[config.mk]
export PLATFORM = sky130hd
export DESIGN_NAME = voxel_write_scheduler
export DESIGN_NICKNAME = d
export VERILOG_FILES = /design/src/rtl/voxel_write_scheduler.sv
export SDC_FILE = /design/constraint.sdc
export NUM_CORES = 1
export LEC_CHECK = 0
export ABC_AREA = 1
export BUFFER_PORTS_ARGS = -buffer_cell sky130_fd_sc_hd__buf_4
export CAP_MARGIN = 20
export CORE_MARGIN = 3
export CORE_UTILIZATION = 30
export DETAILED_ROUTE_END_ITERATION = 10
export PLACE_DENSITY = 0.56
export SLEW_MARGIN = 0
export SYNTH_ARGS = -nofsm -noshare
export SYNTH_HDL_FRONTEND = slang
export SYNTH_SLANG_ARGS = --single-unit
[constraint.sdc]
create_clock -name clk_in -period 2.75 [get_ports clk_in]
set_clock_uncertainty 0.15 [all_clocks]
set_input_delay 0.4125 -clock clk_in [delete_from_list [all_inputs] [get_ports clk_in]]
set_output_delay 0.4125 -clock clk_in [all_outputs]
set_load 0.02 [all_outputs]
[src/rtl/voxel_write_scheduler.sv]
// voxel_write_scheduler: queues polar voxel points from the point generator and
// paces single-cycle flush / write strobes into the rotational frame buffer,
// holding the write fields steady while the buffer consumes them.
module voxel_write_scheduler #(
   parameter int ROTATIONAL_RES = 1024,
   parameter int DISPLAY_RADIUS = 32,
   parameter int DISPLAY_HEIGHT = 64,
   parameter int FIFO_DEPTH     = 16
) (
   input  logic                              clk_in,
   input  logic                              rst_in,
   input  logic                              flush_req,
   input  logic                              in_valid,
   output logic                              in_ready,
   input  logic [$clog2(DISPLAY_RADIUS)-1:0] in_radius,
   input  logic [$clog2(ROTATIONAL_RES)-1:0] in_theta,
   input  logic [$clog2(DISPLAY_HEIGHT)-1:0] in_z,
   input  logic                              fb_busy,
   output logic                              fb_flush,
   output logic                              fb_new_data,
   output logic [$clog2(DISPLAY_RADIUS)-1:0] fb_radius,
   output logic [$clog2(ROTATIONAL_RES)-1:0] fb_theta,
   output logic [$clog2(DISPLAY_HEIGHT)-1:0] fb_z,
   output logic [$clog2(FIFO_DEPTH):0]       fifo_count,
   output logic                              idle
);

   localparam int RW = $clog2(DISPLAY_RADIUS);
   localparam int TW = $clog2(ROTATIONAL_RES);
   localparam int ZW = $clog2(DISPLAY_HEIGHT);
   localparam int AW = $clog2(FIFO_DEPTH);
   localparam int CW = AW + 1;
   localparam int EW = RW + TW + ZW;

   typedef enum logic [1:0] {IDLE, STROBE, GUARD, WAIT} state_t;

   state_t        state;
   logic [EW-1:0] mem [FIFO_DEPTH];
   logic [AW-1:0] wr_ptr;
   logic [AW-1:0] rd_ptr;
   logic [AW-1:0] wr_idx;
   logic [CW-1:0] count;
   logic [CW-1:0] count_next;
   logic          flush_pending;
   logic          pending_next;
   logic          push;
   logic          dispatch_flush;
   logic          dispatch_write;
   logic          next_is_idle;
   logic [EW-1:0] head;

   assign in_ready       = (count != CW'(FIFO_DEPTH));
   assign fifo_count     = count;
   assign push           = in_valid && in_ready;
   assign dispatch_flush = (state == IDLE) && !fb_busy && flush_pending;
   assign dispatch_write = (state == IDLE) && !fb_busy && !flush_pending && (count != '0);
   assign next_is_idle   = ((state == IDLE) && !dispatch_flush && !dispatch_write) ||
                           ((state == WAIT) && !fb_busy);
   assign head           = mem[rd_ptr];

   // A flush restarts the queue at slot 0, so a point pushed alongside it lands there.
   assign wr_idx = flush_req ? '0 : wr_ptr;

   // A request arriving on the very edge a flush is dispatched is kept pending so
   // it still produces its own flush; otherwise repeated requests merge into one.
   assign pending_next = flush_req || (flush_pending && !dispatch_flush);

   // Queue occupancy after this edge; flush discards everything except a same-cycle push.
   always_comb begin
      count_next = count;
      if (flush_req) begin
         count_next = push ? CW'(1) : '0;
      end else if (push && !dispatch_write) begin
         count_next = count + CW'(1);
      end else if (!push && dispatch_write) begin
         count_next = count - CW'(1);
      end
   end

   // Queue pointers, occupancy and the pending-flush flag.
   always_ff @(posedge clk_in) begin
      if (rst_in) begin
         wr_ptr        <= '0;
         rd_ptr        <= '0;
         count         <= '0;
         flush_pending <= 1'b0;
      end else begin
         count         <= count_next;
         flush_pending <= pending_next;
         if (flush_req) begin
            rd_ptr <= '0;
            wr_ptr <= push ? AW'(1) : '0;
         end else begin
            if (push) begin
               wr_ptr <= wr_ptr + AW'(1);
            end
            if (dispatch_write) begin
               rd_ptr <= rd_ptr + AW'(1);
            end
         end
      end
   end

   // Point storage; contents need no reset because occupancy governs validity.
   always_ff @(posedge clk_in) begin
      if (push) begin
         mem[wr_idx] <= {in_radius, in_theta, in_z};
      end
   end

   // Dispatch FSM: one strobe cycle, one guard cycle while the buffer raises busy,
   // then wait for busy to clear before the next dispatch.
   always_ff @(posedge clk_in) begin
      if (rst_in) begin
         state       <= IDLE;
         fb_flush    <= 1'b0;
         fb_new_data <= 1'b0;
         fb_radius   <= '0;
         fb_theta    <= '0;
         fb_z        <= '0;
         idle        <= 1'b0;
      end else begin
         fb_flush    <= 1'b0;
         fb_new_data <= 1'b0;
         idle        <= next_is_idle && (count_next == '0) && !pending_next && !fb_busy;
         case (state)
            IDLE: begin
               if (dispatch_flush) begin
                  fb_flush <= 1'b1;
                  state    <= STROBE;
               end else if (dispatch_write) begin
                  fb_new_data                 <= 1'b1;
                  {fb_radius, fb_theta, fb_z} <= head;
                  state                       <= STROBE;
               end
            end
            STROBE:  state <= GUARD;
            GUARD:   state <= WAIT;
            WAIT: begin
               if (!fb_busy) begin
                  state <= IDLE;
               end
            end
            default: state <= IDLE;
         endcase
      end
   end

endmodule

==> flow_summary.toml, run 1 <==
[run_status]
outcome = "complete, no violations"

[timing]
drv_slew = 0
setup_violations = 0
worstMarginPinSlew_ns = 0.7886
rsz0062_at_grt = "no"
fmaxAchievable_mhz = 408.9
max_slew_margin = 0.4743
fin_ws_ns = 0.3042
fin_crit_sh = 0.8894
finalCriticalPeriod_ns = 2.446
finalHoldViolCount = 0
whs_ns = 0.04405

[synthesis]
post_synth_num_cell_types = 34
synth.top_cell.area_share = 0.6650
synth_async_sr_flop_share = 0
yosysSeqAreaShare = 0.7178
synth_edf_count = 336
yosysWarnings = 0
synth_fp_nets = 1275
synth_top_area_cell = "edfxtp_1"
yosysMostFrequentCell = "edfxtp_1"
ys_top_cells_by_count = "336 x edfxtp_1, 306 x nor2_1, 146 x o21ai_0, 100 x nand3_1, 84 x o211ai_1"
synth-seq-cells = 376
synthesis.area_um2 = 15170
postSynthAreaPerCell_um2 = 12.23
synth_area_leaders = "edfxtp_1 67%, nor2_1 7.6%, dfxtp_1 5.3%"
ys.flop_type = "edfxtp_1"
synth_cells = 1241

[place]
gp_congestion = 0.7625
place_area_um2 = 16550
hpwl_mm = 21.48
dpl.cell_count = 1924
io_buffers = 55
pre_cts_ws_ns = 0.2982

[cts]
clock_sinks = 376
cts_tree = "built"
cts_buffers = 39
clk_latency_ns = 0.52
root_buffer = "clkbuf_16"
clk_path_buf_depth = 3
clkTransAtPathRegs_ns = 0.06
h-tree-depth = 2

[critical_path]
end_kind = "flop"
max_stage_delay_ns = 0.43
crit_path_max_fanout = 17
critPathTopFamily = "simple AND/OR/NAND/NOR gates"
worstPathCellList = "inv_1 > ha_1 > nand3_2 > nand2_4 > inv_2 > nand4_1 > nor2_4 > buf_12"
slowest_stage = "dfxtp_1"
required_ns = 2.83
crit_arrival_ns = 2.52
cp_num_buf_inv = 3
start_kind = "flop"
critPathKind = "reg -> reg"

[cells_and_area]
diodes = 0
ff_latch_area_um2 = 10900
final_cell_area_um2 = 17760
area_growth_pct = 17.05
nFillCells = 4899
drive_gt1_frac = 0.1414
fin_cells = 1994
multi_input_area_um2 = 3732
final_nets = 1336

[job]
max_cap_viol_count = 0

[pwr]
power_density_nw_per_um2 = 705.6
vdd_ir_drop_max_v = 0.0003311
p_sw_mw = 2.920
clkPwrFrac = 0.401
power_leakage_nw = 5.966
switching_share = 0.2330
p_seq_frac = 0.511
internal-power_mw = 9.611
combPwrFrac = 0.087
total_power_mw = 12.53

[drt]
via_per_inst = 4.795
wl_mm = 36.66
drt-pass1-iter-count = 5
vias = 9561
wl_per_cell_um = 18.39
detail-route-antenna-nets = 0
drt_iter0_drc = 788
post-route-drc-count = 0

[global_route]
grt_overflow = 0
grt_max_degree = 90
grt_pass1_wl_mm = 56.86
grt_use_total = 0.1367
grt_pass1_vias = 9577
antenna_found_initial = 0

[worst_hold_path]
min-delay-path-class = "in -> reg"

[floorplan]
die_area_um2 = 53310
die_w_um = 230.9
initial_core_util = 0.3068
coreArea_um2 = 49460
io_pins = 56
fp.dieH_um = 230.9
row_count = 81
-- path summary, 6_finish.rpt --
path / from / endpoint / slack [ns] / depth (start not counted)
setup reg to reg: fifo_count[0] / mem[1][4] / 0.30 / 8
hold / removal: fb_busy / fb_flush / 0.04 / 4
hold reg to reg: wr_ptr[3] / wr_ptr[3] / 0.31 / 1
setup / recovery: fifo_count[0] / mem[1][4] / 0.30 / 8
-- tightest hold or removal path, cell delays in order --
cell and delay (ns):
buf_4 0.09, inv_2 0.03, nand3_1 0.09, nor2_1 0.05
-- layout make-up --
| type | instances | share of cell area |
|---|---|---|
| clock buffers | 49 | 0.05946 |
| well taps | 664 | 0.04678 |
| clock inverters | 20 | 0.008172 |
| multi-input cells | 741 | 0.2102 |
| inverters | 45 | 0.01000 |
| flip-flops and latches | 376 | 0.6136 |
| repair buffers | 99 | 0.05185 |
-- flip-flops by register name, summed over array words and instances (netlist names) --
signal and flops:
mem 336, fb_theta 10, fb_z 6, fb_radius 5, fifo_count 5, rd_ptr 4
wr_ptr 4, state 2, fb_flush 1, fb_new_data 1, flush_pending 1, idle 1
-- layer usage --
layer / share of wire / global-route usage
met1: 0.46 / 0.1936
met2: 0.45 / 0.2159
met3: 0.066 / 0.02505
met4: 0.020 / 0.03758
met5: 0 / 0
-- per-stage QoR --
stage,util,setup TNS (ns)
floorplan,-,-31.89
CTS,0.3591,0
global route,0.3591,0
global placement,0.3346,0
finish,0.3591,0
detailed placement,0.3346,0
-- logic make-up after synthesis --
| group | after synthesis | share of synthesized area |
|---|---|---|
| simple gates | 458 | 0.1274 |
| flops | 376 | 0.7178 |
| compound gates | 273 | 0.1046 |
| buf+inv | 124 | 0.04247 |
| fa+ha+maj | 8 | 0.006598 |
| xor+xnor | 2 | 0.001155 |
-- power groups by stage --
| stage | clock (mW) | combinational (mW) | sequential (mW) |
|---|---|---|---|
| 6_report | 5.03 | 1.09 | 6.41 |
| 5_1_grt | 5.36 | 1.23 | 6.42 |
| 4_1_cts | 5.14 | 1.11 | 6.41 |
| 3_5_place_dp | 0 | 1.10 | 6.53 |
| 3_3_place_gp | 0 | 1.08 | 6.53 |
| 2_1_floorplan | 0 | 0.648 | 6.58 |
-- cell usage in the layout (no fill, tap or decap), drive strengths merged, types with 6 or more instances in the layout --
cell type	synthesis	routed
o211ai	84	84
edfxtp	336	336
dfxtp	40	40
nor2	309	309
o21ai	175	175
nand2	36	36
clkinv	1	18
clkbuf	28	49
buf	51	98
a21oi	10	10
ha	8	8
nand3	103	103
inv	44	43
nand4	6	6
-- timing repair --
action                    4_1_cts  5_1_grt
resized for setup               0        0
buffers inserted                0        0
hold endpoints to repair        8        0
hold buffers                    1        0
Power figures use the tool's default switching activity.
==> run 2: changes to the inputs <==
- ABC_AREA: 1 -> unset
- PLACE_DENSITY: 0.56 -> unset
==> run 2 against run 1 <==
Net effect: design area fell by 1.6%; combinational power fell by 31%; clock power up 8.0%; non-clock buffer count grew 4; largest power group unchanged; via count shrank 25%; maximum frequency is 2.0% lower.
==> flow_summary.toml, run 2 <==
[run_status]
outcome = "complete, no violations"

[cells_and_area]
top_register = "mem"
nFillCells = 4241
reg_top3 = "mem (336), fb_theta (10), fb_z (6)"
multi_input_area_um2 = 3503
area_growth_pct = 20.77
final_cell_mix = "336 x edfxtp_1, 88 x buf_4, 84 x mux4_2, 41 x clkbuf_16, 37 x dfxtp_1"
final_nets = 850
fin_util = 0.3707
ff_latch_area_um2 = 10900
mostFrequentLayoutCell = "edfxtp_1"
drive_gt1_frac = 0.3392
largest_register_ffs = 336
diodes = 0

[floorplan]
fp.dieH_um = 225.6
io_pins = 56
coreArea_um2 = 47150
die_w_um = 225.6
initial_core_util = 0.3070
die_area_um2 = 50910
row_count = 79

[synthesis]
synth.top_cell.area_share = 0.6972
post_synth_num_cell_types = 59
ys.flop_type = "edfxtp_1"
postSynthAreaPerCell_um2 = 20.27
synth_area_leaders = "edfxtp_1 70%, mux4_2 13%, dfxtp_1 5.5%"
synth_fp_nets = 748
synthesis.area_um2 = 14470
ys_top_cells_by_count = "336 x edfxtp_1, 84 x mux4_2, 40 x dfxtp_1, 28 x nor2_1, 25 x clkbuf_1"
yosysSeqAreaShare = 0.7525
synth_cells = 714
synth_edf_count = 336
yosysWarnings = 0
synth_top_area_cell = "edfxtp_1"
synth_async_sr_flop_share = 0
synth-seq-cells = 376
yosysMostFrequentCell = "edfxtp_1"

[global_route]
grt_pass1_vias = 7636
grt_use_total = 0.1287
antenna_found_initial = 1
grt_max_degree = 35
grt_pass1_wl_mm = 48.78
grt_overflow = 0

[critical_path]
worstPathCellList = "inv_1 > ha_1 > nand4bb_2 > and2_1 > nand3b_1 > nor2_4 > buf_4"
slowest_stage = "dfxtp_1"
max_stage_delay_ns = 0.42
critPathTopFamily = "simple AND/OR/NAND/NOR gates"
required_ns = 2.81
critPathKind = "reg -> reg"
start_kind = "flop"
cp_num_buf_inv = 2
crit_path_max_fanout = 15
end_kind = "flop"
crit_arrival_ns = 2.55

[drt]
wl_per_cell_um = 22.29
post-route-drc-count = 0
vias = 7213
drt_iter0_drc = 514
wl_mm = 32.38
drt-pass1-iter-count = 5
via_per_inst = 4.964
detail-route-antenna-nets = 0

[cts]
clock_sinks = 376
cts_tree = "built"
root_buffer = "clkbuf_16"
holdBufCountCts = 0
clk_latency_ns = 0.54
ctsResizeCount = 0
clkTransAtPathRegs_ns = 0.06
h-tree-depth = 2
postCtsSetupRepairBufs = 0
clk_path_buf_depth = 3
cts_buffers = 39

[timing]
finalSetupTns_ns = 0
whs_ns = 0.02701
fin_crit_sh = 0.9073
drv_slew = 0
finalCriticalPeriod_ns = 2.495
rsz0062_at_grt = "no"
setup_violations = 0
worstMarginPinSlew_ns = 0.7544
fmaxAchievable_mhz = 400.8
finalHoldViolCount = 0
max_slew_margin = 0.4970

[pwr]
power_leakage_nw = 5.523
power_density_nw_per_um2 = 717.3
vdd_ir_drop_max_v = 0.0003312

[place]
gp_congestion = 0.7553
io_buffers = 55
hpwl_mm = 19.18

[job]
max_cap_viol_count = 0

[worst_hold_path]
min-delay-path-class = "in -> reg"
run 2: kinds of logic after synthesis:
group / share of synthesized area
AOI/OAI and AO/OA: 0.04746
muxes: 0.1332
and+or+nand+nor: 0.03839
buffers and inverters: 0.01539
DFF: 0.7525
adders and majority gates: 0.007608
xor gates and xnor gates: 0.005446
run 2: layout make-up:
| cell class | instances | area share |
|---|---|---|
| sequential | 376 | 0.6236 |
| multi-input combinational | 290 | 0.2004 |
| clock buffer | 52 | 0.06278 |
| timing repair buffer | 103 | 0.05498 |
| tap | 607 | 0.04345 |
| clock inverter | 19 | 0.01346 |
| inverter | 6 | 0.001289 |
run 2: through the flow:
| stage | power (mW) | instance area, µm² | setup slack, ns | instances |
|---|---|---|---|---|
| floorplan | 6.933 | 14600 | -0.07755 | 714 |
| global placement | 7.215 | 16150 | 0.3380 | 1382 |
| detailed placement | 7.237 | 16150 | 0.2290 | 1382 |
| CTS | 12.67 | 17480 | 0.2203 | 1453 |
| global route | 12.93 | 17480 | 0.05171 | 1453 |
| finish | 12.54 | 17480 | 0.2550 | 1453 |
run 2: where the power goes:
| group | switching [mW] | internal, mW |
|---|---|---|
| combinational | 0.409 | 0.341 |
| clock | 2.14 | 3.29 |
| sequential | 0.0576 | 6.30 |
| total | 2.61 | 9.93 |
run 2: path summary, 6_finish.rpt:
path                               startpoint         end  depth (start not counted)  slack (ns)
worst min register to register        fb_z[0]     fb_z[0]                          2        0.34
worst max register to register  fifo_count[1]  mem[8][15]                          7        0.26
worst max-delay path            fifo_count[1]  mem[8][15]                          7        0.26
worst min-delay path              in_theta[0]  mem[11][6]                          1        0.03
run 2: layer usage:
metal	share of wire	track usage	routed length [µm]	up-vias
met5	0.00040	0	13	-
met4	0.015	0.03034	484	2
met3	0.046	0.02431	1478	45
met2	0.48	0.2125	15630	157
met1	0.46	0.1778	14780	3833
li1	-	-	-	3176
